==> src/rtl/key_press_detect.sv <==
// rtl/key_press_detect.sv - synchronises and debounces one active-low key into level, press/release/long pulses and a press count
// Long-press counter and long_pulse are built only when KEY_LONG_PRESS_EN is defined.
module key_press_detect #(
  parameter int T_DEBOUNCE = 1_000_000,
  parameter int T_LONG     = 50_000_000,
  parameter int CNT_W      = 26
) (
  input  logic       CLK,
  input  logic       RST,
  input  logic       KEY_in,
  output logic       key_level,
  output logic       press_pulse,
  output logic       release_pulse,
  output logic       long_pulse,
  output logic [7:0] press_cnt
);

  typedef enum logic [1:0] {
    IDLE       = 2'd0,
    PRESS_DB   = 2'd1,
    HELD       = 2'd2,
    RELEASE_DB = 2'd3
  } state_t;

  // The edge that leaves IDLE/HELD is the first stable sample, so the debounce
  // count only needs T_DEBOUNCE-1 further samples before the transition.
  localparam logic [CNT_W-1:0] DB_LAST = CNT_W'(T_DEBOUNCE - 2);
  localparam logic [CNT_W-1:0] CNT_ONE = CNT_W'(1);

  logic [1:0]       sync_q;
  logic             key_s;
  state_t           state_q, state_d;
  logic [CNT_W-1:0] cnt_q, cnt_d;
  logic             key_level_q, key_level_d;
  logic             press_pulse_q, press_pulse_d;
  logic             release_pulse_q, release_pulse_d;
  logic [7:0]       press_cnt_q, press_cnt_d;

  assign key_s = sync_q[1];

  always_comb begin
    state_d         = state_q;
    cnt_d           = cnt_q;
    key_level_d     = key_level_q;
    press_pulse_d   = 1'b0;
    release_pulse_d = 1'b0;
    press_cnt_d     = press_cnt_q;
    unique case (state_q)
      IDLE: begin
        if (!key_s) begin
          state_d = PRESS_DB;
          cnt_d   = '0;
        end
      end
      PRESS_DB: begin
        if (key_s) begin
          state_d = IDLE;
          cnt_d   = '0;
        end else if (cnt_q == DB_LAST) begin
          state_d       = HELD;
          cnt_d         = '0;
          key_level_d   = 1'b1;
          press_pulse_d = 1'b1;
          press_cnt_d   = press_cnt_q + 8'd1;
        end else begin
          cnt_d = cnt_q + CNT_ONE;
        end
      end
      HELD: begin
        if (key_s) begin
          state_d = RELEASE_DB;
          cnt_d   = '0;
        end
      end
      RELEASE_DB: begin
        if (!key_s) begin
          state_d = HELD;
          cnt_d   = '0;
        end else if (cnt_q == DB_LAST) begin
          state_d         = IDLE;
          cnt_d           = '0;
          key_level_d     = 1'b0;
          release_pulse_d = 1'b1;
        end else begin
          cnt_d = cnt_q + CNT_ONE;
        end
      end
      default: begin
        state_d = IDLE;
        cnt_d   = '0;
      end
    endcase
  end

  always_ff @(posedge CLK or posedge RST) begin
    if (RST) begin
      sync_q          <= 2'b11;
      state_q         <= IDLE;
      cnt_q           <= '0;
      key_level_q     <= 1'b0;
      press_pulse_q   <= 1'b0;
      release_pulse_q <= 1'b0;
      press_cnt_q     <= 8'd0;
    end else begin
      sync_q          <= {sync_q[0], KEY_in};
      state_q         <= state_d;
      cnt_q           <= cnt_d;
      key_level_q     <= key_level_d;
      press_pulse_q   <= press_pulse_d;
      release_pulse_q <= release_pulse_d;
      press_cnt_q     <= press_cnt_d;
    end
  end

`ifdef KEY_LONG_PRESS_EN
  localparam logic [CNT_W-1:0] LONG_LAST = CNT_W'(T_LONG - 1);

  logic [CNT_W-1:0] long_cnt_q, long_cnt_d;
  logic             long_done_q, long_done_d;
  logic             long_pulse_q, long_pulse_d;

  // Held time is frozen while a release is being debounced, so a bounce
  // neither restarts nor advances the long-press measurement.
  always_comb begin
    long_cnt_d   = long_cnt_q;
    long_done_d  = long_done_q;
    long_pulse_d = 1'b0;
    unique case (state_q)
      IDLE: begin
        long_cnt_d  = '0;
        long_done_d = 1'b0;
      end
      PRESS_DB: begin
        long_cnt_d = '0;
      end
      HELD: begin
        if (long_cnt_q == LONG_LAST) begin
          if (!long_done_q) begin
            long_pulse_d = 1'b1;
            long_done_d  = 1'b1;
          end
        end else begin
          long_cnt_d = long_cnt_q + CNT_ONE;
        end
      end
      default: begin
        long_cnt_d = long_cnt_q;
      end
    endcase
  end

  always_ff @(posedge CLK or posedge RST) begin
    if (RST) begin
      long_cnt_q   <= '0;
      long_done_q  <= 1'b0;
      long_pulse_q <= 1'b0;
    end else begin
      long_cnt_q   <= long_cnt_d;
      long_done_q  <= long_done_d;
      long_pulse_q <= long_pulse_d;
    end
  end

  assign long_pulse = long_pulse_q;
`else
  assign long_pulse = 1'b0;
`endif

  assign key_level     = key_level_q;
  assign press_pulse   = press_pulse_q;
  assign release_pulse = release_pulse_q;
  assign press_cnt     = press_cnt_q;

endmodule

==> config.mk <==
export PLATFORM = sky130hd
export DESIGN_NAME = key_press_detect
export DESIGN_NICKNAME = d
export VERILOG_FILES = /design/src/rtl/key_press_detect.sv
export SDC_FILE = /design/constraint.sdc
export NUM_CORES = 1
export LEC_CHECK = 0
export CORE_UTILIZATION = 63
export DETAILED_ROUTE_END_ITERATION = 10
export PLACE_DENSITY = 0.87
export SLEW_MARGIN = 20
export SYNTH_ARGS = -nofsm -noshare
export SYNTH_HDL_FRONTEND = slang
export SYNTH_SLANG_ARGS = --single-unit
==> constraint.sdc <==
create_clock -name CLK -period 3.2 [get_ports CLK]
set_clock_uncertainty 0.2 [all_clocks]
set_input_delay 0.64 -clock CLK [delete_from_list [all_inputs] [get_ports CLK]]
set_output_delay 0.64 -clock CLK [all_outputs]
set_load 0.02 [all_outputs]
# [Yosys cells after proc, flatten, opt, wreduce, memory -nomap -nowiden]
# Cells that the tools add are included.
# W data, S select, Z words.
[op_classes] n_addsub=2 n_eq_ne=12 mux=23 bitwise_logic=1 n_reduce_logical=6
[op_table] cell="$mux W26" count=5
[op_table] cell="$pmux W26 S4" count=1
[op_table] cell="$add A26 B1 Y26 const B" count=1
[op_table] cell="$eq A26 B20 Y1 const B" count=1
[op_table] cell="$mux W2" count=6
[op_table] cell="$ne A2 B2 Y1 const B" count=6
[op_table] cell="$mux W1" count=9
[op_table] cell="$add A8 B1 Y8 const B" count=1
[op_table] cell="$pmux W2 S4" count=1
[op_table] cell="$ne A3 B3 Y1 const B" count=2
[op_table] cell="$reduce_and A5 Y1" count=1
[op_table] cell="$eq A2 B2 Y1 const B" count=2
[op_table] cell="$reduce_and A4 Y1" count=1
[op_table] cell="$reduce_and A3 Y1" count=1
[op_table] cell="$eq A2 B1 Y1 const B" count=1
[op_table] cell="$logic_not A2 Y1" count=1
[op_table] cell="$pmux W1 S2" count=1
[op_table] cell="$reduce_and A2 Y1" count=1
[op_table] cell="$reduce_bool A2 Y1" count=1
[op_table] cell="$not A1 Y1" count=1
[word_totals] regBits=41 inputBits=3 output_inout_bits=12 wordCells=51

# [Longest topological paths before layout]
[logic_depth] ltp_word=4 depth_mapped=8 depth_no_buf=7

# [Least setup slack after synthesis]
# No wires, ideal clock.
[synth_path] path_kind="reg-to-reg" startpoint="reg cnt_q[10]" endpoint="reg press_cnt_q[1] (netlist: press_cnt[1])" setup_time_ns=0.125 arrival_ns=1.852 required_time_ns=2.875 setup_slack_ns=1.023 path_stages_with_launch=6 path_buffers=0 synth_period_minus_slack_ns=2.177 cell_sequence="dfrtp_1 > or4b_4 > nor3_4 > nand3_4 > nor3_4 > mux2_4"
[synth_between] elab_chain_cells=2
[synth_lines] element="from (decl)" line_no="33" rtl="logic [CNT_W-1:0] cnt_q, cnt_d;"
[synth_lines] element="from (signal assigned)" line_no="107" rtl="cnt_q <= cnt_d;"
[synth_lines] element="$eq A26 B20 Y1" line_no="59" rtl="end else if (cnt_q == DB_LAST) begin"
[synth_lines] element="$reduce_and A3 Y1 (no source line)"
[synth_lines] element="to (signal assigned)" line_no="111" rtl="press_cnt_q <= press_cnt_d;"
[synth_lines] element="to (decl)" line_no="37" rtl="logic [7:0] press_cnt_q, press_cnt_d;"
# Every way passes these cells.
# A chain may end at the register's enable or synchronous reset.

# [Worst setup path after layout]
# Ends and elaborated chain as after synthesis.

==> flow_summary.json <==
{
  "outcome": "finished, final reports clean",
  "cts_resized": 0,
  "antenna_left": 0,
  "r2r-end": "press_cnt[1]",
  "grt_antenna_before_repair": 0,
  "synth_ff_type": "dfrtp_1",
  "post-place-ws_ns": 0.917,
  "r2r_cells": 5,
  "max_cap_viol_count": 0,
  "layout-drive-gt1-share_pct": 12.1,
  "ys_seq_elements": 41,
  "yosysUniqueCellTypes": 48,
  "period_share_pct": 72.1,
  "min_path_cells": 0,
  "setup_viol": 0,
  "track_usage_pct": 27.1,
  "synth.top_cell.area_share_pct": 43.7,
  "asyncSetResetFlopFracSynth_pct": 100,
  "gp_congestion": 0.744,
  "grt_pass1_vias": 1592,
  "start_util_pct": 66.4,
  "core_sq_um": 3360,
  "synth_cells": 225,
  "crit_path_start_kind": "flip-flop",
  "worstPathRequired_ns": 3.25,
  "port_buffers": 13,
  "ys_top_cells_by_area": "dfrtp_1, nand3_1, nor4_4, a31oi_1, nand2_1",
  "final.setup.tns_ns": 0,
  "antennaDiodeCount": 0,
  "wirelength_microns": 4390,
  "clk_pin_slew_ns": 0.11,
  "syn_to_final_growth_pct": 9.07,
  "holdCritPathClass": "flip-flop to flip-flop",
  "numCtsBuffers": 5,
  "path_class": "flip-flop to flip-flop",
  "yosysTopAreaCell": "dfrtp_1",
  "cts_sinks": 41,
  "cts_setup_buffers": 0,
  "max_freq_ghz": 0.433,
  "nets": 244,
  "timing.reg2reg.setup_slack_ns": 0.89,
  "post-synth-top-count-cell": "dfrtp_1",
  "cp-end-kind": "flip-flop",
  "cts_hold_buf": 0,
  "overflow": 0,
  "synth_fp_nets": 231,
  "hold_viol_final": 0,
  "met1_usage_pct": 37.2,
  "hold_path_end": "sync_q[1]",
  "rows": 21,
  "clockRootBuffer": "clkbuf_4",
  "powerDensity_nw_per_um2": 421,
  "grt_max_degree": 42,
  "dp_hpwl_microns": 3040,
  "viasPerCell": 6.20,
  "syn_area_sq_um": 2230,
  "ys_warn_count": 0,
  "cts_tree": "built",
  "die_y_microns": 61.6,
  "reg2reg_from": "cnt_q[10]",
  "p_leak_nw": 1.07,
  "dieWidth_microns": 61.6,
  "synth_common_cells": "dfrtp_1, nand3_1, nand2_1",
  "report.final.slew_viol_count": 0,
  "wl_per_cell_microns": 15.4,
  "worst_pin_slew_ns": 0.505,
  "grt_pass1_wl_microns": 7270,
  "met3_usage_pct": 4.83,
  "drc_errors": 0,
  "rsz0062_at_grt": "false",
  "h-tree-depth": 2,
  "seq_area_frac_synth_pct": 46.0,
  "die_area_sq_um": 3790,
  "min_period_ns": 2.31,
  "critPathMaxFanout": 8,
  "relSlewSlack_pct": 66.3,
  "clk_latency_ns": 0.36,
  "dr.pass1.iters": 4,
  "grt-busiest-layer": "met2",
  "ios": 15,
  "hold_path_startpoint": "sync_q[0]",
  "use_met2_pct": 41.9,
  "worstPathArrival_ns": 2.35,
  "avgSynthCellArea_sq_um": 9.93,
  "drt_iter0_drc": 91,
  "clk_path_buf_depth": 2,
  "synth_edf_count": 0,
  "vias": 1768,
  "vdd_drop_max_mv": 0.234,
  "setup_ws_ns": 0.892
}
-- final cells by class --
cell class	count	area [sq um]
inverters	9	33.8
fillers	284	926
clock buffers	6	41.3
multi-input cells	165	1110
flip-flops and latches	41	1030
clock inverters	2	10.0
well taps	46	57.6
repair buffers	16	153
-- metal layers --
layer | up-vias | part of all wire (%)
met3 | 7 | 3.4
met1 | 874 | 46
met2 | 35 | 49
met5 | - | 0
li1 | 852 | -
met4 | 0 | 1.9
-- state kept, by name (all words and copies together), names as in the netlist, named ones only --
register       count
sync_q             2
state_q            1
key_level          1
release_pulse      1
cnt_q             26
press_pulse        1
press_cnt          8
-- critical path: stages (launching register included) --
cell     delay (ns)
dfrtp_1        0.46
or4b_4         0.59
nor3_4         0.23
nand3_4        0.17
nor3_4         0.23
mux2_4         0.32
-- worst max path at each step --
| stage | slack [ns] | cells after the start | to | from |
|---|---|---|---|---|
| floorplan | 1.02 | 5 | press_cnt[1] | cnt_q[10] |
| global placement | 0.96 | 5 | press_cnt[1] | cnt_q[10] |
| detailed placement | 0.92 | 5 | press_cnt[1] | cnt_q[10] |
| CTS | 0.90 | 5 | press_cnt[1] | cnt_q[10] |
| global route | 0.73 | 6 | cnt_q[22] | cnt_q[1] |
| finish | 0.89 | 5 | press_cnt[1] | cnt_q[10] |
-- placed cells by master (no fill, tap or decap), types with 2 or more instances in the layout --
master	synthesis	routed
buf_4	1	3
clkdlybuf4s50_1	0	13
nand4_1	3	3
ha_1	3	3
o211ai_1	3	3
a21oi_1	14	14
xor2_1	5	5
or4_1	3	3
o21ai_0	12	12
nor4_4	4	4
a31oi_1	13	13
nand3_1	24	24
dfstp_2	2	2
a41oi_1	2	2
o31a_1	2	2
or3_1	6	6
and3_1	7	7
inv_1	9	9
nor3_1	5	5
dfrtp_1	39	39
nand2_1	21	21
clkbuf_4	1	5
nor3_4	3	3
clkinv_2	0	2
nand2b_1	5	5
a21o_1	2	2
nor2_1	6	6
xnor2_1	3	3
-- power by group --
part	leakage (nW)	switching, mW	internal, mW
registers	0.562	0.0420	0.541
clock network	0.0320	0.166	0.0838
logic	0.478	0.133	0.0593
total	1.07	0.341	0.684
-- through the flow --
step           cell area, sq um  hold WS [ns]  utilization (%)  instances  power, mW
2_1_floorplan              2230         0.145                -        225      0.748
3_3_place_gp               2390         0.149             70.9        277      0.776
3_5_place_dp               2390         0.152             70.9        277      0.785
4_1_cts                    2440         0.168             72.5        285       1.03
5_1_grt                    2440         0.174             72.5        285       1.08
6_report                   2440         0.166             72.5        285       1.03
-- cell families (layout without fill, tap and decap cells) --
group                      after synthesis  after routing  share of synthesized area (%)
DFF                                     41             41                           46.0
buffers and inverters                   19             33                           4.14
and+or+nand+nor                         98             98                           29.1
other                                    1              1                          0.168
adders and majority gates                3              3                           1.68
xor gates and xnor gates                 8              8                           3.14
muxes                                    2              2                           1.12
AOI/OAI and AO/OA                       53             53                           14.7
(Power assumes the default switching activity.)
==> RTL edit, RTL diff (config.mk and constraints unchanged) <==
Remove the register `release_pulse_q`: a continuous assignment takes its place, so the output `release_pulse` follows one clock earlier.
--- a/src/rtl/key_press_detect.sv
+++ b/src/rtl/key_press_detect.sv
@@ -99,7 +99,6 @@
       cnt_q           <= '0;
       key_level_q     <= 1'b0;
       press_pulse_q   <= 1'b0;
-      release_pulse_q <= 1'b0;
       press_cnt_q     <= 8'd0;
     end else begin
       sync_q          <= {sync_q[0], KEY_in};
@@ -107,10 +106,11 @@
       cnt_q           <= cnt_d;
       key_level_q     <= key_level_d;
       press_pulse_q   <= press_pulse_d;
-      release_pulse_q <= release_pulse_d;
       press_cnt_q     <= press_cnt_d;
     end
   end
+
+  assign release_pulse_q = release_pulse_d;
 
 `ifdef KEY_LONG_PRESS_EN
   localparam logic [CNT_W-1:0] LONG_LAST = CNT_W'(T_LONG - 1);
Formal check against the unedited RTL: no difference found for any inputs over 10 cycles, from zero or initial values and one cycle with RST high; that may be too few to reach the edited logic, so the function may still have changed.
==> RTL edit against the unedited design <==
  * Via count up 1.9%
  * Sequential cell count shrank 1
  * Cell count increased by 2.1%
  * Cell area is 3.3% lower
  * Critical path depth grew 1
  * Setup slack worse by 0.64 ns
  * Area after synthesis down 4.0%
  * Wire length shrank 0.21%
  * Sequential power fell by 5.1%
  * Power fell by 2.8%
  * Register-to-register slack got worse by 0.27 ns
  * Largest cell class unchanged
==> RTL edit: results <==
status:
  status: "complete, no violations"
final_layout:
  drive_gt1_share_pct: 12.1
  fillers: 251
  finalNonFillerCells: 291
setup_path:
  worstPathMaxFanout: 6
  slowest_delay_ns: 0.55
  crit_arrival_ns: 2.11
  rrSetupSlack_ns: 0.62
timing:
  period_needed_ns: 2.95
  tightest_slew_ns: 0.919
yosys:
  yosysUniqueCellTypes: 44
  synth_common_cells: "dfrtp_1, nand2_1, nand3_1"
  ys_seq_area_share_pct: 46.8
  synth_nets: 240
  synth_area_leaders: "dfrtp_1, nand2_1, a31oi_1"
  syn_avg_cell_area_um2: 9.17
grt:
  grt_pass1_wl_um: 7310
  grt_pass1_vias: 1637
  grt_max_degree: 41
  gr-usage-all-layers_pct: 27.5
cts:
  cts_resized: 1
route:
  vias_per_cell: 6.19
  first_iter_violations: 117
  routed_wirelength_um: 4380
  drt-met1-wl_um: 2080
  wl_met2_um: 2020
  met3_length_um: 222
placed_design:
  dp_cells: 283
  pre_cts_slack_ns: 0.202
  hpwl_um: 3070
power:
  vdd_drop_max_uv: 385
  leakage_nw: 0.999
==> RTL edit: path summary, 6_finish.rpt <==
path,cells after the start,startpoint,endpoint
setup / recovery,6,cnt_q[23],release_pulse
hold / removal,0,sync_q[0],sync_q[1]
setup reg to reg,6,cnt_q[20],cnt_q[25]
hold reg to reg,0,sync_q[0],sync_q[1]
max in group asynchronous,3,RST,sync_q[0]
min in group asynchronous,3,RST,cnt_q[4]
==> RTL edit: cells by family (layout without fill, tap and decap cells) <==
kind of cell,after synthesis,in the layout,synth area share [%]
AO/OA/AOI/OAI,53,53,15.0
flip-flops,40,40,46.8
AND/OR/NAND/NOR,106,106,27.9
buffers and inverters,22,35,4.55
multiplexers,1,1,0.525
other,1,1,0.175
adder cells (fa/ha/maj),3,3,1.75
XOR/XNOR,8,8,3.27
==> RTL edit: area by class of cell <==
type                            instances  area, um2  share of cell area (%)
Sequential cell                        40       1000                    42.6
Tap cell                               44       55.1                    2.34
Multi-Input combinational cell        172       1040                    44.3
Timing Repair Buffer                   17        155                    6.58
Clock inverter                          2       10.0                   0.425
Clock buffer                            6       51.3                    2.18
Inverter                               10       37.5                    1.59
==> RTL edit: routing by layer <==
layer,vias up,GRT usage (%)
li1,879,-
met1,864,37.1
met2,51,43.6
met3,8,7.68
met4,0,7.64
met5,-,0
==> RTL edit: stage by stage <==
| stage | power [mW] | instance area (um2) | hold WS [ns] |
|---|---|---|---|
| 2_1_floorplan | 0.695 | 2150 | 0.145 |
| 3_3_place_gp | 0.734 | 2300 | 0.146 |
| 3_5_place_dp | 0.736 | 2300 | 0.149 |
| 4_1_cts | 1.00 | 2360 | 0.166 |
| 5_1_grt | 1.05 | 2360 | 0.172 |
| 6_report | 0.997 | 2360 | 0.164 |
==> RTL edit: power breakdown <==
group	total, mW	leakage, nW	internal [mW]	switching [mW]
combinational	0.176	0.413	0.0466	0.129
sequential	0.553	0.548	0.527	0.0256
clock	0.269	0.0380	0.105	0.164
